--- config.mk ---
export PLATFORM = sky130hd
export DESIGN_NAME = fp_div_seq_flat
export DESIGN_NICKNAME = d
export VERILOG_FILES = /design/src/rtl/fp_div_seq_if.sv /design/src/rtl/fp_div_seq.sv /design/src/flat_wrapper.sv
export SDC_FILE = /design/constraint.sdc
export NUM_CORES = 1
export LEC_CHECK = 0
export BUFFER_PORTS_ARGS = -buffer_cell sky130_fd_sc_hd__buf_2
export CORE_MARGIN = 2
export CORE_UTILIZATION = 51
export DETAILED_ROUTE_END_ITERATION = 7
export GPL_TIMING_DRIVEN = 1
export PLACE_DENSITY_LB_ADDON = 0.08
export SLEW_MARGIN = 20
export SYNTH_ARGS = -nofsm -noshare
export SYNTH_HDL_FRONTEND = slang
export SYNTH_SLANG_ARGS = --single-unit
--- constraint.sdc ---
create_clock -name clk -period 5.3 [get_ports clk]
set_input_delay 0.265 -clock clk [delete_from_list [all_inputs] [get_ports clk]]
set_output_delay 0.265 -clock clk [all_outputs]
set_load 0.02 [all_outputs]
--- src/rtl/fp_div_seq_if.sv ---
`default_nettype none
// ============================================================================
//  Module   : fp_div_seq_if
//  Purpose  : Handshake bundle for the sequential floating-point divider.
//             Operand channel (in_valid/in_ready, a, b) and result channel
//             (out_valid/out_ready, q, div_by_zero, invalid).
//  Ports    : master - producer of operands / consumer of results
//             slave  - the divider itself
//  Revision : 1.0  initial release
// ============================================================================
interface fp_div_seq_if #(
   parameter int NEXP = 8,
   parameter int NSIG = 7
);
   localparam int W = 1 + NEXP + NSIG;

   logic          in_valid;
   logic          in_ready;
   logic [W-1:0]  a;
   logic [W-1:0]  b;
   logic          out_valid;
   logic          out_ready;
   logic [W-1:0]  q;
   logic          div_by_zero;
   logic          invalid;

   modport master (
      output in_valid, a, b, out_ready,
      input  in_ready, out_valid, q, div_by_zero, invalid
   );

   modport slave (
      input  in_valid, a, b, out_ready,
      output in_ready, out_valid, q, div_by_zero, invalid
   );
endinterface
`default_nettype wire

--- src/rtl/fp_div_seq.sv ---
`default_nettype none
// ============================================================================
//  Module   : fp_div_seq
//  Purpose  : Sequential floating-point divider {sign, exp, frac}, no
//             denormals, truncating rounding. Restoring division produces
//             one quotient bit per cycle; special operands bypass the
//             iteration and complete in the cycle after accept.
//  Ports    : clk  - rising-edge clock
//             rst  - synchronous active-high reset
//             bus  - fp_div_seq_if.slave (operand and result handshakes)
//  Revision : 1.0  initial release
// ============================================================================
module fp_div_seq #(
   parameter int NEXP = 8,
   parameter int NSIG = 7
) (
   input  logic        clk,
   input  logic        rst,
   fp_div_seq_if.slave bus
);
   localparam int W  = 1 + NEXP + NSIG;
   localparam int EW = NEXP + 2;          // signed exponent working width
   localparam int RW = NSIG + 3;          // remainder width
   localparam int QW = NSIG + 2;          // quotient width, Q1.(NSIG+1)
   localparam int CW = $clog2(NSIG + 3);  // iteration counter width

   localparam logic [CW-1:0]        C_LAST = CW'(NSIG + 1);
   localparam logic signed [EW-1:0] C_BIAS = EW'((1 << (NEXP - 1)) - 1);
   localparam logic signed [EW-1:0] C_EMAX = EW'((1 << NEXP) - 1);
   localparam logic signed [EW-1:0] C_EZERO = '0;
   localparam logic signed [EW-1:0] C_ONE  = EW'(1);
   localparam logic [W-1:0]         C_NAN  = {1'b0, {NEXP{1'b1}}, 1'b1, {(NSIG-1){1'b0}}};

   localparam logic [1:0] S_IDLE = 2'd0;
   localparam logic [1:0] S_DIV  = 2'd1;
   localparam logic [1:0] S_NORM = 2'd2;
   localparam logic [1:0] S_DONE = 2'd3;

   logic [1:0]      state_q, state_d;
   logic            sign_q;
   logic [NEXP-1:0] ea_q, eb_q;
   logic [NSIG:0]   mb_q;
   logic [RW-1:0]   rem_q, rem_d;
   logic [QW-1:0]   quo_q, quo_d;
   logic [CW-1:0]   cnt_q;
   logic [W-1:0]    q_q;
   logic            dbz_q, inv_q;

   // ------------------------------------------------------------------------
   // Operand decode
   // ------------------------------------------------------------------------
   logic            w_a_sign, w_b_sign;
   logic [NEXP-1:0] w_a_exp, w_b_exp;
   logic [NSIG-1:0] w_a_frac, w_b_frac;
   logic            w_a_zero, w_b_zero, w_a_inf, w_b_inf, w_a_nan, w_b_nan;
   logic            w_special, w_accept, w_res_sign;

   assign {w_a_sign, w_a_exp, w_a_frac} = bus.a;
   assign {w_b_sign, w_b_exp, w_b_frac} = bus.b;

   assign w_a_zero = (w_a_exp == '0);
   assign w_b_zero = (w_b_exp == '0);
   assign w_a_inf  = (&w_a_exp) && (w_a_frac == '0);
   assign w_b_inf  = (&w_b_exp) && (w_b_frac == '0);
   assign w_a_nan  = (&w_a_exp) && (w_a_frac != '0);
   assign w_b_nan  = (&w_b_exp) && (w_b_frac != '0);

   assign w_special  = w_a_zero || w_b_zero || (&w_a_exp) || (&w_b_exp);
   assign w_accept   = bus.in_valid && (state_q == S_IDLE);
   assign w_res_sign = w_a_sign ^ w_b_sign;

   // Special-case result, resolved in priority order
   logic [W-1:0] w_sp_q;
   logic         w_sp_dbz, w_sp_inv;

   always_comb begin
      w_sp_q   = {w_res_sign, {(W-1){1'b0}}};
      w_sp_dbz = 1'b0;
      w_sp_inv = 1'b0;
      if (w_a_nan || w_b_nan || (w_a_zero && w_b_zero) || (w_a_inf && w_b_inf)) begin
         w_sp_q   = C_NAN;
         w_sp_inv = 1'b1;
      end else if (w_b_zero) begin
         w_sp_q   = {w_res_sign, {NEXP{1'b1}}, {NSIG{1'b0}}};
         w_sp_dbz = !w_a_inf;
      end else if (w_a_inf) begin
         w_sp_q   = {w_res_sign, {NEXP{1'b1}}, {NSIG{1'b0}}};
      end
   end

   // ------------------------------------------------------------------------
   // Restoring division step
   // ------------------------------------------------------------------------
   logic [RW-1:0] w_mb_ext, w_rem_sub;
   logic          w_ge;

   assign w_mb_ext  = {2'b00, mb_q};
   assign w_ge      = (rem_q >= w_mb_ext);
   assign w_rem_sub = w_ge ? (rem_q - w_mb_ext) : rem_q;
   // The subtracted remainder is always below mb, so the shift never loses
   // a set bit.
   assign rem_d     = w_rem_sub << 1;
   assign quo_d     = {quo_q[QW-2:0], w_ge};

   // ------------------------------------------------------------------------
   // Normalisation and exponent range check
   // ------------------------------------------------------------------------
   logic signed [EW-1:0] w_e_raw, w_e_adj;
   logic [NSIG-1:0]      w_frac;
   logic [W-1:0]         w_norm_q;

   assign w_e_raw = $signed({2'b00, ea_q}) - $signed({2'b00, eb_q}) + C_BIAS;

   always_comb begin
      w_e_adj = w_e_raw;
      w_frac  = quo_q[NSIG:1];
      // Quotient below 1.0: the leading one sits one place lower
      if (!quo_q[QW-1]) begin
         w_e_adj = w_e_raw - C_ONE;
         w_frac  = quo_q[NSIG-1:0];
      end
   end

   always_comb begin
      if (w_e_adj >= C_EMAX) begin
         w_norm_q = {sign_q, {NEXP{1'b1}}, {NSIG{1'b0}}};
      end else if (w_e_adj <= C_EZERO) begin
         w_norm_q = {sign_q, {(W-1){1'b0}}};
      end else begin
         w_norm_q = {sign_q, w_e_adj[NEXP-1:0], w_frac};
      end
   end

   // ------------------------------------------------------------------------
   // FSM: state register
   // ------------------------------------------------------------------------
   always_ff @(posedge clk) begin
      if (rst) begin
         state_q <= S_IDLE;
      end else begin
         state_q <= state_d;
      end
   end

   // FSM: next state
   always_comb begin
      state_d = state_q;
      case (state_q)
         S_IDLE: if (bus.in_valid) state_d = w_special ? S_DONE : S_DIV;
         S_DIV:  if (cnt_q == C_LAST) state_d = S_NORM;
         S_NORM: state_d = S_DONE;
         S_DONE: if (bus.out_ready) state_d = S_IDLE;
         default: state_d = S_IDLE;
      endcase
   end

   // FSM: outputs
   always_comb begin
      bus.in_ready  = (state_q == S_IDLE);
      bus.out_valid = (state_q == S_DONE);
   end

   // ------------------------------------------------------------------------
   // Datapath registers
   // ------------------------------------------------------------------------
   always_ff @(posedge clk) begin
      if (rst) begin
         sign_q <= 1'b0;
         ea_q   <= '0;
         eb_q   <= '0;
         mb_q   <= '0;
         rem_q  <= '0;
         quo_q  <= '0;
         cnt_q  <= '0;
         q_q    <= '0;
         dbz_q  <= 1'b0;
         inv_q  <= 1'b0;
      end else begin
         case (state_q)
            S_IDLE: begin
               if (w_accept) begin
                  sign_q <= w_res_sign;
                  ea_q   <= w_a_exp;
                  eb_q   <= w_b_exp;
                  mb_q   <= {1'b1, w_b_frac};
                  rem_q  <= {2'b00, 1'b1, w_a_frac};
                  quo_q  <= '0;
                  cnt_q  <= '0;
                  if (w_special) begin
                     q_q   <= w_sp_q;
                     dbz_q <= w_sp_dbz;
                     inv_q <= w_sp_inv;
                  end
               end
            end
            S_DIV: begin
               rem_q <= rem_d;
               quo_q <= quo_d;
               cnt_q <= cnt_q + CW'(1);
            end
            S_NORM: begin
               q_q   <= w_norm_q;
               dbz_q <= 1'b0;
               inv_q <= 1'b0;
            end
            default: ;
         endcase
      end
   end

   assign bus.q           = q_q;
   assign bus.div_by_zero = dbz_q;
   assign bus.invalid     = inv_q;

endmodule
`default_nettype wire

--- src/flat_wrapper.sv ---
// flat-port wrapper written by rule: the top's interface ports become plain ports
module fp_div_seq_flat 
#(
   parameter int NEXP = 8,
   parameter int NSIG = 7
)
  (clk, rst, bus_in_valid, bus_a, bus_b, bus_out_ready, bus_in_ready, bus_out_valid, bus_q, bus_div_by_zero, bus_invalid);
  fp_div_seq_if #(.NEXP(NEXP), .NSIG(NSIG)) bus_i ();
  input  logic clk;
  input  logic rst;
  input wire logic [$bits(bus_i.in_valid)-1:0] bus_in_valid;
  input wire logic [$bits(bus_i.a)-1:0] bus_a;
  input wire logic [$bits(bus_i.b)-1:0] bus_b;
  input wire logic [$bits(bus_i.out_ready)-1:0] bus_out_ready;
  output wire logic [$bits(bus_i.in_ready)-1:0] bus_in_ready;
  output wire logic [$bits(bus_i.out_valid)-1:0] bus_out_valid;
  output wire logic [$bits(bus_i.q)-1:0] bus_q;
  output wire logic [$bits(bus_i.div_by_zero)-1:0] bus_div_by_zero;
  output wire logic [$bits(bus_i.invalid)-1:0] bus_invalid;
  assign bus_i.in_valid = bus_in_valid;
  assign bus_i.a = bus_a;
  assign bus_i.b = bus_b;
  assign bus_i.out_ready = bus_out_ready;
  assign bus_in_ready = bus_i.in_ready;
  assign bus_out_valid = bus_i.out_valid;
  assign bus_q = bus_i.q;
  assign bus_div_by_zero = bus_i.div_by_zero;
  assign bus_invalid = bus_i.invalid;
  fp_div_seq #(.NEXP(NEXP), .NSIG(NSIG)) u_core (.clk(clk), .rst(rst), .bus(bus_i));
endmodule
==> results_dict.tcl, run 1 <==
set metrics [dict create \
    status "finished, final reports clean" \
    rows 33 \
    cts-root-buf "clkbuf_8" \
    crit_required_ns 5.55 \
    clockBufferDepth 2 \
    antenna_found_initial 0 \
    ant_nets 0 \
    first_iter_violations 126 \
    drcViolationCount 0 \
    top_level_ports 56 \
    final_common_cell "nand2_1" \
    rsz0062_at_grt "no" \
    synthToLayoutAreaGrowth_pct 12.68 \
    p_int_mw 1.565 \
    powerDensity_nw_per_um2 619.2 \
    cp_cell_sequence "inv_1, ha_1, inv_1, fa_1, inv_1, ha_1, xnor3_1, nand2_1, o21ai_1, mux2i_1, xnor2_1, o21ba_2, and4_1, or3_1, o31ai_2" \
    grt_max_degree 56 \
    clock.fmax_mhz 283.5 \
    worst_slew_pin_slew_ns 0.8936 \
    grt_usage_pct 22.80 \
    cts_made_buffers 9 \
    die_w_um 94.58 \
    synth-seq-area-share_pct 32.54 \
    setup_viol 0 \
    clk_pin_slew_worst_paths_ns 0.08 \
    fin_tns_setup_ns 0 \
    clock-sinks 68 \
    post_cts.repair.setup_buffers 0 \
    synth_area_per_cell_um2 8.351 \
    synth_ff_type "dfxtp_1" \
    gp_congestion 0.8831 \
    synth.top_cell.area_share_pct 32.54 \
    yosysWarnings 0 \
    synth_area_um2 4184 \
    dp_worst_setup_slack_ns 1.838 \
    routedWlPerCell_um 14.58 \
    ys_ff_latch 68 \
    dr.pass1.iters 4 \
    critPathArrivalTime_ns 3.78 \
    period_share_pct 66.55 \
    htree_levels 3 \
    cpPeakStageDelay_ns 0.53 \
    peakVddDrop_uv 375.5 \
    cp_slowest_cell "or3_1" \
    final_cell_mix "nand2_1, dfxtp_1, buf_2, nor2_1" \
    slew_violations 0 \
    finalHoldViolCount 0 \
    final_net_count 611 \
    clkPwrFrac_pct 14.8 \
    grt_pass1_vias 3568 \
    synth.top_cells.by_area "dfxtp_1, ha_1, nand2_1, mux2i_1, a21oi_1" \
    vias_per_cell 5.639 \
    syn_inst 501 \
    cts_resized 0 \
    layout_setup_ws_ns 1.773 \
    crit_type "reg2reg" \
    yosysTopAreaCell "dfxtp_1" \
    hp-class "in2reg" \
    clkLatencyLatePin_ns 0.34 \
    dieArea_um2 8944 \
    detailed_place_hpwl_mm 7.191 \
    netSwitchingFraction_pct 46.40 \
    startpoint_type "flip-flop" \
    pwr-share-comb_pct 62.3 \
    power.switching_mw 1.355 \
    grt_pass1_wl_mm 16.37 \
    portBuffers 55 \
    ctsHoldBuffers 0 \
    cts_tree "done" \
    clock_skew_ns 0.007575 \
    relSlewSlack_pct 40.42 \
    grt_overflow 0 \
    finalPower_mw 2.919 \
    critPathCaptureType "flip-flop" \
    drt-total-wl_mm 9.605 \
    crit_top_cell "inv_1" \
    initial_core_util_pct 51.70 \
    ys_async_sr_fraction_pct 0 \
    core-area_um2 8093 \
    die_y_um 94.58 \
    diodes 0 \
    r2r_setup_slack_ns 1.77 \
    vias 3716 \
    maxCapViolCount 0 \
    p_leak_nw 1.873 \
    period_needed_ns 3.527 \
    syn-num-nets 563 \
    synth_edf_count 0 \
    synth.distinct_cells 69 \
    cp_max_fo 7 \
    final_layout_size_suffix_gt1_share_pct 20.40 \
    p_seq_share_pct 22.9 \
]
cell usage after synthesis, types with 7 or more instances:
master and number:
nand2_1 74, o22ai_1 10, o221a_2 7, clkbuf_1 16, o21ai_0 15, mux2i_1 20
dfxtp_1 68, nand3_1 8, inv_1 35, nor2_1 42, a22oi_1 18, xnor2_1 11
ha_1 24, nor4_1 7, a21oi_1 35, nand4_1 8
power groups by stage:
stage	combinational, mW	clock (mW)	sequential, mW
final	1.82	0.432	0.670
after global routing	2.02	0.464	0.683
after CTS	1.81	0.443	0.669
after detailed placement	1.80	0	0.679
after global placement	1.80	0	0.676
after floorplan	1.47	0	0.678
metal layers:
metal	vias up	global-route usage, %	part of all wire, %
met5	-	0	0
li1	1879	-	-
met3	10	4.389	2.8
met2	65	39.23	50
met4	0	6.039	1.0
met1	1762	29.33	47
path summary, 6_finish.rpt:
kind                     end  depth (start not counted)           start
min reg2reg   u_core.eb_q[4]                          2  u_core.eb_q[4]
max          u_core.bus.q[2]                         15  u_core.ea_q[0]
max reg2reg  u_core.bus.q[2]                         15  u_core.ea_q[0]
min           u_core.mb_q[1]                          3        bus_b[1]
cells by family (layout without fill, tap and decap cells):
group / Yosys count / count (layout) / share of synthesized area, %
AND/OR/NAND/NOR: 177 / 177 / 19.80
AO/OA/AOI/OAI: 129 / 129 / 22.79
flip-flops: 68 / 68 / 32.54
buffers and inverters: 57 / 110 / 5.712
adder cells (fa/ha/maj): 26 / 26 / 8.134
multiplexers: 23 / 23 / 5.592
XOR/XNOR: 21 / 21 / 5.442
per-stage QoR:
step	instances	area [µm²]	hold WS [ns]	utilization, %
finish	659	4715	0.1743	58.26
floorplan	501	4184	0.4010	-
global route	659	4715	0.1725	58.26
detailed placement	643	4513	0.4491	55.77
CTS	659	4715	0.1529	58.26
global placement	643	4513	0.4442	55.77
critical path: cells and delay by family, from the launching register on:
kind,cells,cell delay [ns]
flip-flops,1,0.32
multiplexers,1,0.09
buffers and inverters,3,0.17
adder cells (fa/ha/maj),3,0.87
AND/OR/NAND/NOR,3,0.84
XOR/XNOR,2,0.53
AO/OA/AOI/OAI,3,0.62
cell type report:
class | instances | area, µm²
Fill cell | 785 | 3378
Multi-Input combinational cell | 376 | 2584
Sequential cell | 68 | 1361
Timing Repair Buffer | 59 | 305.3
Clock buffer | 10 | 137.6
Inverter | 35 | 131.4
Tap cell | 105 | 131.4
Clock inverter | 6 | 63.81
state kept, by name (all words and copies together) (netlist names):
signal,cells
u_core.rem_q,10
u_core.bus.div_by_zero,1
u_core.ea_q,8
u_core.mb_q,8
u_core.state_q,2
u_core.bus.q,16
u_core.sign_q,1
u_core.bus.invalid,1
u_core.eb_q,8
u_core.quo_q,9
u_core.cnt_q,4
Power figures use the tool's default switching activity.
==> run 2: changes to the inputs <==
--- a/config.mk
+++ b/config.mk
@@ -5,6 +5,7 @@
 export SDC_FILE = /design/constraint.sdc
 export NUM_CORES = 1
 export LEC_CHECK = 0
+export ABC_AREA = 1
 export BUFFER_PORTS_ARGS = -buffer_cell sky130_fd_sc_hd__buf_2
 export CORE_MARGIN = 2
 export CORE_UTILIZATION = 51
==> constraint.sdc (replaced) <==
create_clock -name clk -period 3.65 [get_ports clk]
set_input_delay 0.1825 -clock clk [delete_from_list [all_inputs] [get_ports clk]]
set_output_delay 0.1825 -clock clk [all_outputs]
set_load 0.02 [all_outputs]
==> run 2 against run 1 <==
  * Combinational power is 75% higher
  * Non-clock buffer count is 2 lower
  * Via count is 17% higher
  * Critical path type unchanged
  * First-iteration DRC count is 56% higher
  * Total power is 65% higher
  * Global-route usage is 0.25 points lower
  * Synthesized area is 5.1% higher
  * Critical path depth is 6 higher
  * Wire length is 7.7% higher
  * Sequential power is 57% higher
==> results_dict.tcl, run 2 <==
set metrics [dict create \
    final_net_count 789 \
    final_layout_size_suffix_gt1_share_pct 13.39 \
    final_cell_mix "nand2_1, inv_1, nor2_1, a21oi_1, dfxtp_1" \
    clock_skew_ns 0.01099 \
    setup_viol 0 \
    portBuffers 55 \
    hp-start "bus_a[13]" \
    dieArea_um2 9377 \
    die_y_um 96.84 \
    grt_overflow 0 \
    clock.fmax_mhz 316.3 \
    layout_setup_ws_ns 0.4886 \
    synth_ff_type "dfxtp_1" \
    grt_pass1_wl_mm 18.03 \
    ctsHoldBuffers 0 \
    syn_inst 679 \
    relSlewSlack_pct 36.38 \
    synth_area_per_cell_um2 6.473 \
    status "finished, final reports clean" \
    synth.most_common_cell "nand2_1" \
    routedWlPerCell_um 12.36 \
    startpoint_type "flip-flop" \
    rsz0062_at_grt "no" \
    vias 4356 \
    clock-sinks 68 \
    grt_pass1_vias 4209 \
    dr.pass1.iters 5 \
    cts_tree "done" \
    die_w_um 96.84 \
    p_leak_nw 2.299 \
    synth-seq-area-share_pct 30.97 \
    fill_cells 810 \
    rows 33 \
    cts-root-buf "clkbuf_8" \
    grt_max_degree 39 \
    synth_common_cells "nand2_1, inv_1, nor2_1, a21oi_1, dfxtp_1" \
    worst_slew_pin_slew_ns 0.9533 \
    finalHoldViolCount 0 \
    instances_no_fill 837 \
    vias_per_cell 5.204 \
    clockBufferDepth 2 \
    place_inst 821 \
    drcViolationCount 0 \
    critPathArrivalTime_ns 3.38 \
    drt-total-wl_mm 10.34 \
    first_iter_violations 196 \
    cp_max_fo 14 \
    core-area_um2 8299 \
    gp_congestion 0.8710 \
    synthToLayoutAreaGrowth_pct 11.27 \
    critPathCaptureType "flip-flop" \
    crit_required_ns 3.87 \
    finalPower_mw 4.805 \
    period_needed_ns 3.161 \
    hold_ws_ns 0.08764 \
    initial_core_util_pct 52.96 \
    htree_levels 3 \
    yosysTopAreaCell "dfxtp_1" \
    synth_edf_count 0 \
    diodes 0 \
    synth.top_cells.by_area "dfxtp_1, nand2_1, a21oi_1, inv_1, ha_1" \
    antenna_found_initial 0 \
    crit_start "u_core.ea_q[0]" \
    powerDensity_nw_per_um2 982.3 \
    clk_pin_slew_worst_paths_ns 0.09 \
    synth_area_um2 4395 \
    ys_ff_latch 68 \
    rr_startpoint "u_core.ea_q[0]" \
    detailed_place_hpwl_mm 7.732 \
    slew_violations 0 \
    period_share_pct 86.61 \
    hp-class "in2reg" \
    peakVddDrop_uv 567.8 \
    crit_type "reg2reg" \
    grt_usage_pct 22.55 \
    cts_resized 0 \
    syn-num-nets 741 \
    largest_reg_flops 16 \
    post_cts.repair.setup_buffers 0 \
    clkLatencyLatePin_ns 0.35 \
    placed_area_um2 4715 \
    top_level_ports 56 \
    yosysWarnings 0 \
    fin_tns_setup_ns 0 \
    ant_nets 0 \
    final_util_pct 58.93 \
    synth.top_cell.area_share_pct 30.97 \
    final_common_cell "nand2_1" \
    fin_area_um2 4891 \
    maxCapViolCount 0 \
    synth.distinct_cells 36 \
    cts_made_buffers 9 \
    dp_worst_setup_slack_ns 0.5080 \
    ys_async_sr_fraction_pct 0 \
]
==> run 2: cell count changes in the layout (fill, tap and decap cells not counted), moves of 20 or more <==
cell     before  now
a21oi_1      35   69
nor2_1       42   78
nand3_1       8   40
mux2i_1      20    0
nand2_1      74  148
inv_1        35   90
o21ai_0      14   54
==> run 2: cell type report <==
cell class              count  area, µm²  area share (%)
clock inverters             7      52.55           1.074
clock buffers               9      123.9           2.533
well taps                 105      131.4           2.686
multi-input cells         496       2575           52.65
flip-flops and latches     68       1361           27.83
repair buffers             57      290.3           5.935
inverters                  95      356.6           7.291
==> run 2: path summary, 6_finish.rpt <==
path	to	slack, ns	depth (start not counted)
min reg2reg	u_core.mb_q[5]	0.46	2
max	u_core.bus.q[0]	0.49	21
min	u_core.ea_q[6]	0.09	3
max reg2reg	u_core.bus.q[0]	0.49	21
==> run 2: report_power, final <==
part,internal (mW),switching [mW],total (mW)
combinational,1.04,2.16,3.19
sequential,0.935,0.113,1.05
clock,0.248,0.314,0.562
total,2.22,2.58,4.80
==> run 2: cell families after synthesis <==
family / synth area share (%)
xor+xnor: 1.993
simple gates: 32.17
flops: 30.97
fa+ha+maj: 7.743
compound gates: 16.68
buf+inv: 10.45
==> run 2: routing by layer <==
layer	vias up	wire (µm)	global-route usage (%)	part of all wire (%)
li1	2309	-	-	-
met1	1967	4938	28.08	48
met2	68	4888	39.10	47
met3	12	376	4.552	3.6
met4	0	140	7.042	1.4
met5	-	0	0	0
==> run 2: worst max-delay path, cell delays in order, from the launching register on <==
cell	delay [ns]
dfxtp_1	0.31
inv_1	0.05
ha_1	0.17
inv_1	0.09
fa_1	0.41
inv_1	0.10
ha_1	0.17
inv_1	0.06
a21oi_2	0.14
nand3_1	0.15
nor2_2	0.17
nand2_1	0.09
nand2_1	0.06
nand2_1	0.11
nand2_1	0.11
nand2_2	0.07
nor2_1	0.13
nand3_2	0.27
nand4_1	0.17
nor2_1	0.06
nor2_1	0.09
nor2_1	0.04
